$ cat src/rtl/alu_logic_iter_if.sv
// alu_logic_iter_if -- request/result bundle for the iterative bitwise logic unit.
//
// Signals:
//   i_start            request strobe (taken only while the unit is not busy)
//   i_op[2:0]          operation select
//   i_a, i_b           WIDTH-bit operands
//   o_busy             unit is stepping through slices
//   o_done             one-cycle completion pulse
//   o_result           registered result, held until the next accepted request
//   o_zero             o_result == 0
//   o_err              illegal operation flag, held until the next accepted request
//
// Modports: master drives requests (execute-stage controller / bench),
//           slave is the logic unit itself.
interface alu_logic_iter_if #(
  parameter int WIDTH = 32
);
  logic             i_start;
  logic [2:0]       i_op;
  logic [WIDTH-1:0] i_a;
  logic [WIDTH-1:0] i_b;
  logic             o_busy;
  logic             o_done;
  logic [WIDTH-1:0] o_result;
  logic             o_zero;
  logic             o_err;

  modport master (
    output i_start, i_op, i_a, i_b,
    input  o_busy, o_done, o_result, o_zero, o_err
  );

  modport slave (
    input  i_start, i_op, i_a, i_b,
    output o_busy, o_done, o_result, o_zero, o_err
  );
endinterface

$ cat src/rtl/alu_logic_iter.sv
// alu_logic_iter -- multi-cycle bitwise logic unit.
//
// Computes AND / OR / XOR / NOR / ANDN / XNOR of two WIDTH-bit operands,
// writing SLICE result bits per RUN cycle (N = WIDTH/SLICE cycles), under a
// start/done handshake. Operands and op are captured at acceptance, so the
// requester may change its inputs freely afterwards.
//
// Ports:
//   i_clk     clock, rising edge
//   i_rst_n   asynchronous active-low reset
//   bus       alu_logic_iter_if.slave (start/op/operands in, busy/done/result/zero/err out)
//
// Parameters:
//   WIDTH     operand/result width (>= 1)
//   SLICE     bits written per RUN cycle; WIDTH must be a multiple of SLICE
module alu_logic_iter #(
  parameter int WIDTH = 32,
  parameter int SLICE = 8
) (
  input  logic             i_clk,
  input  logic             i_rst_n,
  alu_logic_iter_if.slave  bus
);

  localparam int N  = WIDTH / SLICE;
  localparam int CW = (N > 1) ? $clog2(N) : 1;

  typedef enum logic [1:0] {
    S_IDLE = 2'd0,
    S_RUN  = 2'd1,
    S_DONE = 2'd2
  } state_t;

  state_t           state_q, state_d;
  logic [CW-1:0]    cnt_q, cnt_d;
  logic [WIDTH-1:0] a_q, a_d;
  logic [WIDTH-1:0] b_q, b_d;
  logic [2:0]       op_q, op_d;
  logic [WIDTH-1:0] result_q, result_d;
  logic             err_q, err_d;

  // Full-width result of the latched operation; RUN copies one slice of it
  // per cycle into the result register.
  logic [WIDTH-1:0] full_res;

  always_comb begin
    full_res = '0;
    case (op_q)
      3'b000:  full_res = a_q & b_q;
      3'b001:  full_res = a_q | b_q;
      3'b010:  full_res = a_q ^ b_q;
      3'b011:  full_res = ~(a_q | b_q);
      3'b100:  full_res = a_q & ~b_q;
      3'b101:  full_res = ~(a_q ^ b_q);
      default: full_res = '0;
    endcase
  end

  // Per-slice write enables: slice gi is written in the RUN cycle whose
  // counter value equals gi.
  logic [N-1:0] slice_we;

  generate
    for (genvar gi = 0; gi < N; gi++) begin : g_slice_we
      assign slice_we[gi] = (state_q == S_RUN) && (cnt_q == CW'(gi));
    end
  endgenerate

  always_ff @(posedge i_clk or negedge i_rst_n) begin
    if (!i_rst_n) begin
      state_q  <= S_IDLE;
      cnt_q    <= '0;
      a_q      <= '0;
      b_q      <= '0;
      op_q     <= '0;
      result_q <= '0;
      err_q    <= 1'b0;
    end else begin
      state_q  <= state_d;
      cnt_q    <= cnt_d;
      a_q      <= a_d;
      b_q      <= b_d;
      op_q     <= op_d;
      result_q <= result_d;
      err_q    <= err_d;
    end
  end

  always_comb begin
    state_d  = state_q;
    cnt_d    = cnt_q;
    a_d      = a_q;
    b_d      = b_q;
    op_d     = op_q;
    result_d = result_q;
    err_d    = err_q;

    case (state_q)
      S_RUN: begin
        // i_start is deliberately not looked at here.
        for (int s = 0; s < N; s++) begin
          if (slice_we[s]) begin
            result_d[s*SLICE +: SLICE] = full_res[s*SLICE +: SLICE];
          end
        end
        if (cnt_q == CW'(N - 1)) begin
          state_d = S_DONE;
        end else begin
          cnt_d = cnt_q + CW'(1);
        end
      end

      // DONE accepts a new request exactly like IDLE so back-to-back
      // operations lose no cycle.
      S_IDLE, S_DONE: begin
        if (bus.i_start) begin
          a_d      = bus.i_a;
          b_d      = bus.i_b;
          op_d     = bus.i_op;
          cnt_d    = '0;
          result_d = '0;
          if (bus.i_op[2:1] == 2'b11) begin
            // Illegal op: skip RUN, report immediately with a zero result.
            err_d   = 1'b1;
            state_d = S_DONE;
          end else begin
            err_d   = 1'b0;
            state_d = S_RUN;
          end
        end else begin
          state_d = S_IDLE;
        end
      end

      default: state_d = S_IDLE;
    endcase
  end

  assign bus.o_busy   = (state_q == S_RUN);
  assign bus.o_done   = (state_q == S_DONE);
  assign bus.o_result = result_q;
  assign bus.o_zero   = (result_q == '0);
  assign bus.o_err    = err_q;

endmodule
$ cat src/flat_wrapper.sv
// flat-port wrapper written by rule: the top's interface ports become plain ports
module alu_logic_iter_flat 
#(
  parameter int WIDTH = 32,
  parameter int SLICE = 8
)
  (i_clk, i_rst_n, bus_i_start, bus_i_op, bus_i_a, bus_i_b, bus_o_busy, bus_o_done, bus_o_result, bus_o_zero, bus_o_err);
  alu_logic_iter_if #(.WIDTH(WIDTH)) bus_i ();
  input  logic i_clk;
  input  logic i_rst_n;
  input wire logic [$bits(bus_i.i_start)-1:0] bus_i_start;
  input wire logic [$bits(bus_i.i_op)-1:0] bus_i_op;
  input wire logic [$bits(bus_i.i_a)-1:0] bus_i_a;
  input wire logic [$bits(bus_i.i_b)-1:0] bus_i_b;
  output wire logic [$bits(bus_i.o_busy)-1:0] bus_o_busy;
  output wire logic [$bits(bus_i.o_done)-1:0] bus_o_done;
  output wire logic [$bits(bus_i.o_result)-1:0] bus_o_result;
  output wire logic [$bits(bus_i.o_zero)-1:0] bus_o_zero;
  output wire logic [$bits(bus_i.o_err)-1:0] bus_o_err;
  assign bus_i.i_start = bus_i_start;
  assign bus_i.i_op = bus_i_op;
  assign bus_i.i_a = bus_i_a;
  assign bus_i.i_b = bus_i_b;
  assign bus_o_busy = bus_i.o_busy;
  assign bus_o_done = bus_i.o_done;
  assign bus_o_result = bus_i.o_result;
  assign bus_o_zero = bus_i.o_zero;
  assign bus_o_err = bus_i.o_err;
  alu_logic_iter #(.WIDTH(WIDTH), .SLICE(SLICE)) u_core (.i_clk(i_clk), .i_rst_n(i_rst_n), .bus(bus_i));
endmodule
$ cat config.mk
export PLATFORM = sky130hd
export DESIGN_NAME = alu_logic_iter_flat
export DESIGN_NICKNAME = d
export VERILOG_FILES = /design/src/rtl/alu_logic_iter_if.sv /design/src/rtl/alu_logic_iter.sv /design/src/flat_wrapper.sv
export SDC_FILE = /design/constraint.sdc
export NUM_CORES = 1
export LEC_CHECK = 0
export ABC_AREA = 1
export ABC_CLOCK_PERIOD_IN_PS = 1600
export CELL_PAD_IN_SITES_DETAIL_PLACEMENT = 1
export CELL_PAD_IN_SITES_GLOBAL_PLACEMENT = 1
export CORE_MARGIN = 4
export CORE_UTILIZATION = 33
export CTS_BUF_LIST = sky130_fd_sc_hd__clkbuf_8
export DETAILED_ROUTE_END_ITERATION = 8
export PLACE_DENSITY_LB_ADDON = 0.1
export SLEW_MARGIN = 20
export SYNTH_ARGS = -nofsm -noshare
export SYNTH_HDL_FRONTEND = slang
export SYNTH_SLANG_ARGS = --single-unit
$ cat constraint.sdc
create_clock -name i_clk -period 1.6 [get_ports i_clk]
set_clock_uncertainty 0.15 [all_clocks]
set_input_delay 0.16 -clock i_clk [delete_from_list [all_inputs] [get_ports i_clk]]
set_output_delay 0.16 -clock i_clk [all_outputs]
set_load 0.005 [all_outputs]
==> results of run 1 <==
## kinds of logic (layout without fill, tap and decap cells)
group	after synthesis	count (layout)	share of synthesized area, %
simple gates	529	529	32.5
buf+inv	176	350	11.0
compound gates	107	107	8.58
fa+ha+maj	36	36	7.08
flops	104	104	40.9
## worst max-delay path, cell delays in order (launching register included)
cell,delay (ns)
dfrtp_1,0.40
nor2_2,0.13
nand4_1,0.19
or2_4,0.31
nor2_4,0.09
buf_2,0.11
## report_power, final
| part | internal (uW) | switching, uW | total (uW) |
|---|---|---|---|
| combinational | 5050 | 6650 | 11700 |
| clock | 809 | 1000 | 1810 |
| sequential | 3800 | 612 | 4410 |
## layout make-up
| cell class | count | area share, % |
|---|---|---|
| repair buffers | 196 | 22.4 |
| clock inverters | 5 | 0.610 |
| clock buffers | 11 | 1.72 |
| multi-input cells | 672 | 36.0 |
| inverters | 138 | 6.04 |
| well taps | 260 | 3.69 |
| flip-flops and latches | 104 | 29.5 |
## metal layers
layer  vias up  share of wire, %  global-route usage, %
met4         0               1.1                   4.42
li1       3222                 -                      -
met3        15               3.0                   3.49
met5         -                 0                      0
met2        78                50                   34.2
met1      3051                46                   24.6
## repair_timing
item | CTS | global route
hold buffers | 2 | 0
pin swaps | 9 | 15
endpoints found under the setup margin | 41 | 72
buffers inserted | 10 | 7
resized for setup | 69 | 50
hold endpoints to repair | 104 | 0
cloned | 0 | 3
## per-stage QoR
step	setup slack [ns]	hold WS [ns]
floorplan	0.189	-0.286
global placement	-0.480	-0.141
detailed placement	-0.483	-0.145
CTS	-0.398	0.142
global route	-0.428	0.155
finish	-0.319	0.166
## flip-flops by register name (all words and copies together), names as in the netlist
name,cells
u_core.b_q,32
u_core.a_q,32
u_core.cnt_q,2
u_core.bus.o_result,32
u_core.bus.o_err,1
u_core.op_q,3
u_core.state_q,2
## worst paths after layout
| path | startpoint | to | slack (ns) | cells after the start |
|---|---|---|---|---|
| worst max-delay path | u_core.bus.o_result[26] | bus_o_zero | -0.32 | 5 |
| worst min-delay path | i_rst_n | u_core.bus.o_result[26] | 0.17 | 3 |
| worst max register to register | u_core.op_q[2] | u_core.bus.o_result[24] | 0.05 | 7 |
| worst min register to register | u_core.bus.o_err | u_core.bus.o_err | 0.40 | 1 |
| max in group asynchronous | i_rst_n | u_core.b_q[26] | 0.40 | 3 |
| min in group i_clk | bus_i_a[10] | u_core.a_q[10] | 0.17 | 3 |
## synthesized netlist by cell type, types with 3 or more instances
library cell	count	area share, %
a21oi_1	4	0.31
buf_2	27	2.1
inv_2	5	0.30
inv_1	133	7.8
ha_1	36	7.1
nand3_2	3	0.47
nand2_1	273	16
nand4_1	3	0.30
nor2_1	211	12
o21ai_0	83	6.5
o21ai_1	17	1.3
clkbuf_1	10	0.59
dfrtp_1	104	41
nand3_1	36	2.8
==> out/metrics.yaml, run 1 <==
synth:
  synth-edff-count: 0
  synth-seq-cells: 104
  async_flop_share_pct: 100
  ys.flop_type: "dfrtp_1"
  syn_area_sq_mm: 0.00636
  yosys_warnings: 0
  yosysUniqueCellTypes: 20
  synth_nets: 1058
  seq_area_frac_synth_pct: 40.9
  synthCells: 952
  synth_area_per_cell_sq_um: 6.68
timing:
  fin_ws_ns: -0.319
  rsz0062_at_grt: "true"
  final_max_slew_viol_count: 0
  fmax_ghz: 0.521
  setup_tns_ns: -0.319
  setup-violations-final: 1
  min_period_over_period_pct: 120
  relSlewSlack_pct: 74.3
  worst_pin_slew_ns: 0.386
  hold_viol: 0
  finalCriticalPeriod_ns: 1.92
critical_path:
  crit_path_start_kind: "flip-flop"
  crit_type: "flip-flop to primary output"
  endpoint_kind: "primary output"
  worstPathRequired_ns: 1.29
  cp.arrival_ns: 1.61
  crit_fanout: 2
clocking:
  cts.sinks: 104
  cts-root-buf: "clkbuf_8"
  cts_tree: "built"
  cts_max_path_buffers: 2
  cts-htree-levels: 3
  clk_pin_slew_worst_paths_ns: 0.10
  clock_latency_ns: 0.39
  cts_buffers: 9
global_routing:
  grt_max_degree: 40
  antenna_found_initial: 0
  track_usage_pct: 19.3
  overflow: 0
  grt_first_pass_wirelength_microns: 33600
  grt_pass1_vias: 6634
status:
  outcome: "complete, but fails checks"
  violations: "negative setup slack"
drt:
  vias: 6366
  drc: 0
  first_iter_violations: 225
  via_per_inst: 4.59
  dr.pass1.iters: 4
  wl_per_cell_microns: 15.1
  drt-total-wl_microns: 20900
  ant_nets: 0
power_and_ir_drop:
  power_uw: 17900
  powerDensity_mw_per_mm2: 2030
  ir_drop_v: 0.000714
  cellLeakagePower_uw: 0.00476
place:
  placed_cell_area_sq_mm: 0.00827
  port_buffers: 105
  place_hpwl_microns: 14700
  gp_congestion: 0.747
  place_inst: 1352
finish:
  multiInputGateArea_sq_mm: 0.00318
  nNetsFinal: 1227
  drive_above_1_share_pct: 13.2
  final_cell_mix: "269 x nand2_1, 200 x nor2_1, 131 x inv_1"
  fillers: 2400
  n_antenna_cell: 0
  post-route-cell-area_sq_mm: 0.00882
  regArea_sq_mm: 0.00261
  finalCoreUtilization_pct: 46.9
  final_common_cell: "nand2_1"
  final-instance-count-excl-fill: 1386
  syn_to_final_growth_pct: 38.7
floorplan:
  initial_core_util_pct: 33.8
  pin_count: 106
  die_x_microns: 147
  coreArea_sq_mm: 0.0188
  die-area_sq_mm: 0.0216
  rows: 50
  die_h_microns: 147
job:
  maxCapViolations: 0
hold_path:
  hp-class: "primary input to asynchronous set/reset pin"
No activity file was read; power rests on OpenSTA's default activity.
==> run 2, diff against run 1 <==
--- a/config.mk
+++ b/config.mk
@@ -14,6 +14,7 @@
 export CTS_BUF_LIST = sky130_fd_sc_hd__clkbuf_8
 export DETAILED_ROUTE_END_ITERATION = 8
 export PLACE_DENSITY_LB_ADDON = 0.1
+export SKIP_CTS_REPAIR_TIMING = 1
 export SLEW_MARGIN = 20
 export SYNTH_ARGS = -nofsm -noshare
 export SYNTH_HDL_FRONTEND = slang
==> run 2 against run 1 <==
  * The flow still finishes with violations (negative setup slack)
  * Wire length shrank 2.2%
  * Via count shrank 0.97%
  * Die area is the same
  * Non-clock buffer count down 6
  * First-iteration DRC count is 12% higher
  * Flip-flop and latch count stayed put
  * Worst hold slack gained 0.0041 ns
  * Clock power about the same
  * Sequential share of layout area is 0.079 points lower
  * Register-to-register slack about the same
  * Critical path depth stayed put
  * Combinational power hardly changed
  * Largest cell class unchanged
==> out/metrics.yaml, run 2 (synthesis results as in run 1) <==
finish:
  finalCoreUtilization_pct: 47.0  # +0.13 points
  n_antenna_cell: 0  # unchanged
  drive_above_1_share_pct: 11.8  # -1.4 points
  nNetsFinal: 1221  # -0.49%
  post-route-cell-area_sq_mm: 0.00885  # +0.27%
  final_common_cell: "nand2_1"
  final_cell_mix: "267 x nand2_1, 205 x nor2_1, 132 x inv_1"
  syn_to_final_growth_pct: 39.1
critical_path:
  worstPathRequired_ns: 1.29  # about the same
  critPathCapture: "bus_o_zero"
  crit_start: "u_core.bus.o_result[29]"
  r2r-start: "u_core.op_q[2]"
  cp.arrival_ns: 1.60  # about the same
  endpoint_kind: "primary output"
  crit_type: "flip-flop to primary output"
  reg2reg_slack_ns: 0.05  # about the same
  r2r_cells: 8  # +1
  r2r_end: "u_core.bus.o_result[0]"
  crit_path_start_kind: "flip-flop"
  crit_fanout: 2  # unchanged
drt:
  first_iter_violations: 253  # +12%
  ant_nets: 0  # unchanged
  drc: 0  # unchanged
  drt-total-wl_microns: 20500  # -2.2%
  wl_per_cell_microns: 14.8  # -1.8%
  dr.pass1.iters: 5  # +1
  via_per_inst: 4.57  # -0.54%
  vias: 6304  # -0.97%
global_routing:
  grt_pass1_vias: 6559  # -1.1%
  antenna_found_initial: 0  # unchanged
  grt_first_pass_wirelength_microns: 33200  # -1.2%
  track_usage_pct: 19.1  # -0.23 points
  grt_max_degree: 40  # unchanged
  overflow: 0  # unchanged
clocking:
  cts_max_path_buffers: 2  # unchanged
  clock_latency_ns: 0.38  # about the same
  clk_pin_slew_worst_paths_ns: 0.10  # about the same
  cts_buffers: 9  # unchanged
  cts_tree: "built"
  cts-root-buf: "clkbuf_8"
  cts-htree-levels: 3  # unchanged
  cts.sinks: 104  # unchanged
timing:
  worst_pin_slew_ns: 0.333  # -0.0531 ns
  setup-violations-final: 2  # +1
  hold_viol: 0  # unchanged
  fin_ws_ns: -0.307  # +0.0124 ns
  rsz0062_at_grt: "true"
  fmax_ghz: 0.524  # +0.65%
  final_max_slew_viol_count: 0  # unchanged
  finalCriticalPeriod_ns: 1.91  # -0.0124 ns
  relSlewSlack_pct: 77.8  # +3.5 points
  setup_tns_ns: -0.312  # +0.00794 ns
  min_period_over_period_pct: 119  # -0.77 points
power_and_ir_drop:
  power_frac_comb_pct: 64.9  # -0.4 points
  ir_drop_v: 0.000618  # -13%
  cellLeakagePower_uw: 0.00516  # +8.2%
  p_sw_uw: 8080  # -2.2%
  swShare_pct: 45.7  # -0.40 points
  seq_power_share_pct: 24.9  # +0.3 points
  powerDensity_mw_per_mm2: 2000  # -1.6%
  pwr-share-clk_pct: 10.2  # about the same
  p_int_uw: 9600  # -0.64%
place:
  gp_congestion: 0.747  # unchanged
  placed_cell_area_sq_mm: 0.00827  # unchanged
  port_buffers: 105  # unchanged
  place_ws_ns: -0.483  # unchanged
  place_hpwl_microns: 14700  # unchanged
floorplan:
  coreArea_sq_mm: 0.0188  # unchanged
  die-area_sq_mm: 0.0216  # unchanged
  initial_core_util_pct: 33.8  # unchanged
  die_h_microns: 147  # unchanged
  pin_count: 106  # unchanged
  rows: 50  # unchanged
  die_x_microns: 147  # unchanged
status:
  outcome: "complete, but fails checks"
  violations: "negative setup slack"
job:
  maxCapViolations: 0  # unchanged
hold_path:
  hp-class: "primary input to asynchronous set/reset pin"
[run 2: changes by cell type in the layout (fill, tap and decap cells not counted), moves of 3 or more]
cell / change
buf_12: -3
buf_4: -3
clkbuf_2: -3
clkdlybuf4s15_1: -3
dlygate4sd2_1: -26
dlymetal6s2s_1: +34
nor2_1: +5
nor2_2: -3
[run 2: final cells by class]
cell class / instances / area (sq um)
Sequential cell: 104 / 2610
Tap cell: 260 / 325
Clock buffer: 11 / 151
Timing Repair Buffer: 190 / 2020
Inverter: 138 / 531
Fill cell: 2373 / 9980
Clock inverter: 5 / 53.8
Multi-Input combinational cell: 672 / 3160
[run 2: worst min-delay path by stage]
stage                         endpoint        start  depth (start not counted)  slack, ns
5_1_grt                 u_core.a_q[11]  bus_i_a[11]                          3       0.15
2_1_floorplan            u_core.a_q[0]      i_rst_n                          0      -0.29
4_1_cts                 u_core.a_q[25]      i_rst_n                          1      -0.58
6_report       u_core.bus.o_result[26]      i_rst_n                          3       0.17
3_3_place_gp            u_core.a_q[25]      i_rst_n                          1      -0.14
3_5_place_dp            u_core.a_q[25]      i_rst_n                          1      -0.14
[run 2: routing by layer]
metal | track usage, % | share of wire (%) | wire length (microns) | vias up
met2 | 33.9 | 50 | 10200 | 69
met4 | 4.28 | 0.99 | 203 | 0
met1 | 24.2 | 46 | 9490 | 3015
li1 | - | - | - | 3207
met5 | 0 | 0 | 0 | -
met3 | 3.55 | 2.8 | 573 | 13
[run 2: power groups by stage]
stage	clock network, uW	registers, uW	logic (uW)
3_3_place_gp	0	4340	10700
5_1_grt	1990	4540	13200
4_1_cts	1890	4340	11100
2_1_floorplan	0	4370	6610
6_report	1800	4400	11500
3_5_place_dp	0	4400	11000
[run 2: per-stage QoR]
step / power (uW) / instances / hold slack, ns
final: 17700 / 1380 / 0.170
after global routing: 19800 / 1380 / 0.153
after CTS: 17300 / 1368 / -0.580
after detailed placement: 15400 / 1352 / -0.145
after global placement: 15100 / 1352 / -0.141
after floorplan: 11000 / 952 / -0.286
[run 2: worst max-delay path: stages, from the launching register on]
cell and delay (ns):
dfrtp_1 0.40, nor2_2 0.11, nand4_1 0.19, or2_4 0.32, nor2_4 0.09, buf_2 0.11
==> run 3, diff against run 2 <==
--- a/config.mk
+++ b/config.mk
@@ -13,6 +13,7 @@
 export CORE_UTILIZATION = 33
 export CTS_BUF_LIST = sky130_fd_sc_hd__clkbuf_8
 export DETAILED_ROUTE_END_ITERATION = 8
+export GPL_ROUTABILITY_DRIVEN = 0
 export PLACE_DENSITY_LB_ADDON = 0.1
 export SKIP_CTS_REPAIR_TIMING = 1
 export SLEW_MARGIN = 20
==> results of run 3 <==
Same layout as run 2: the final DEF is identical, and so are final timing and power.
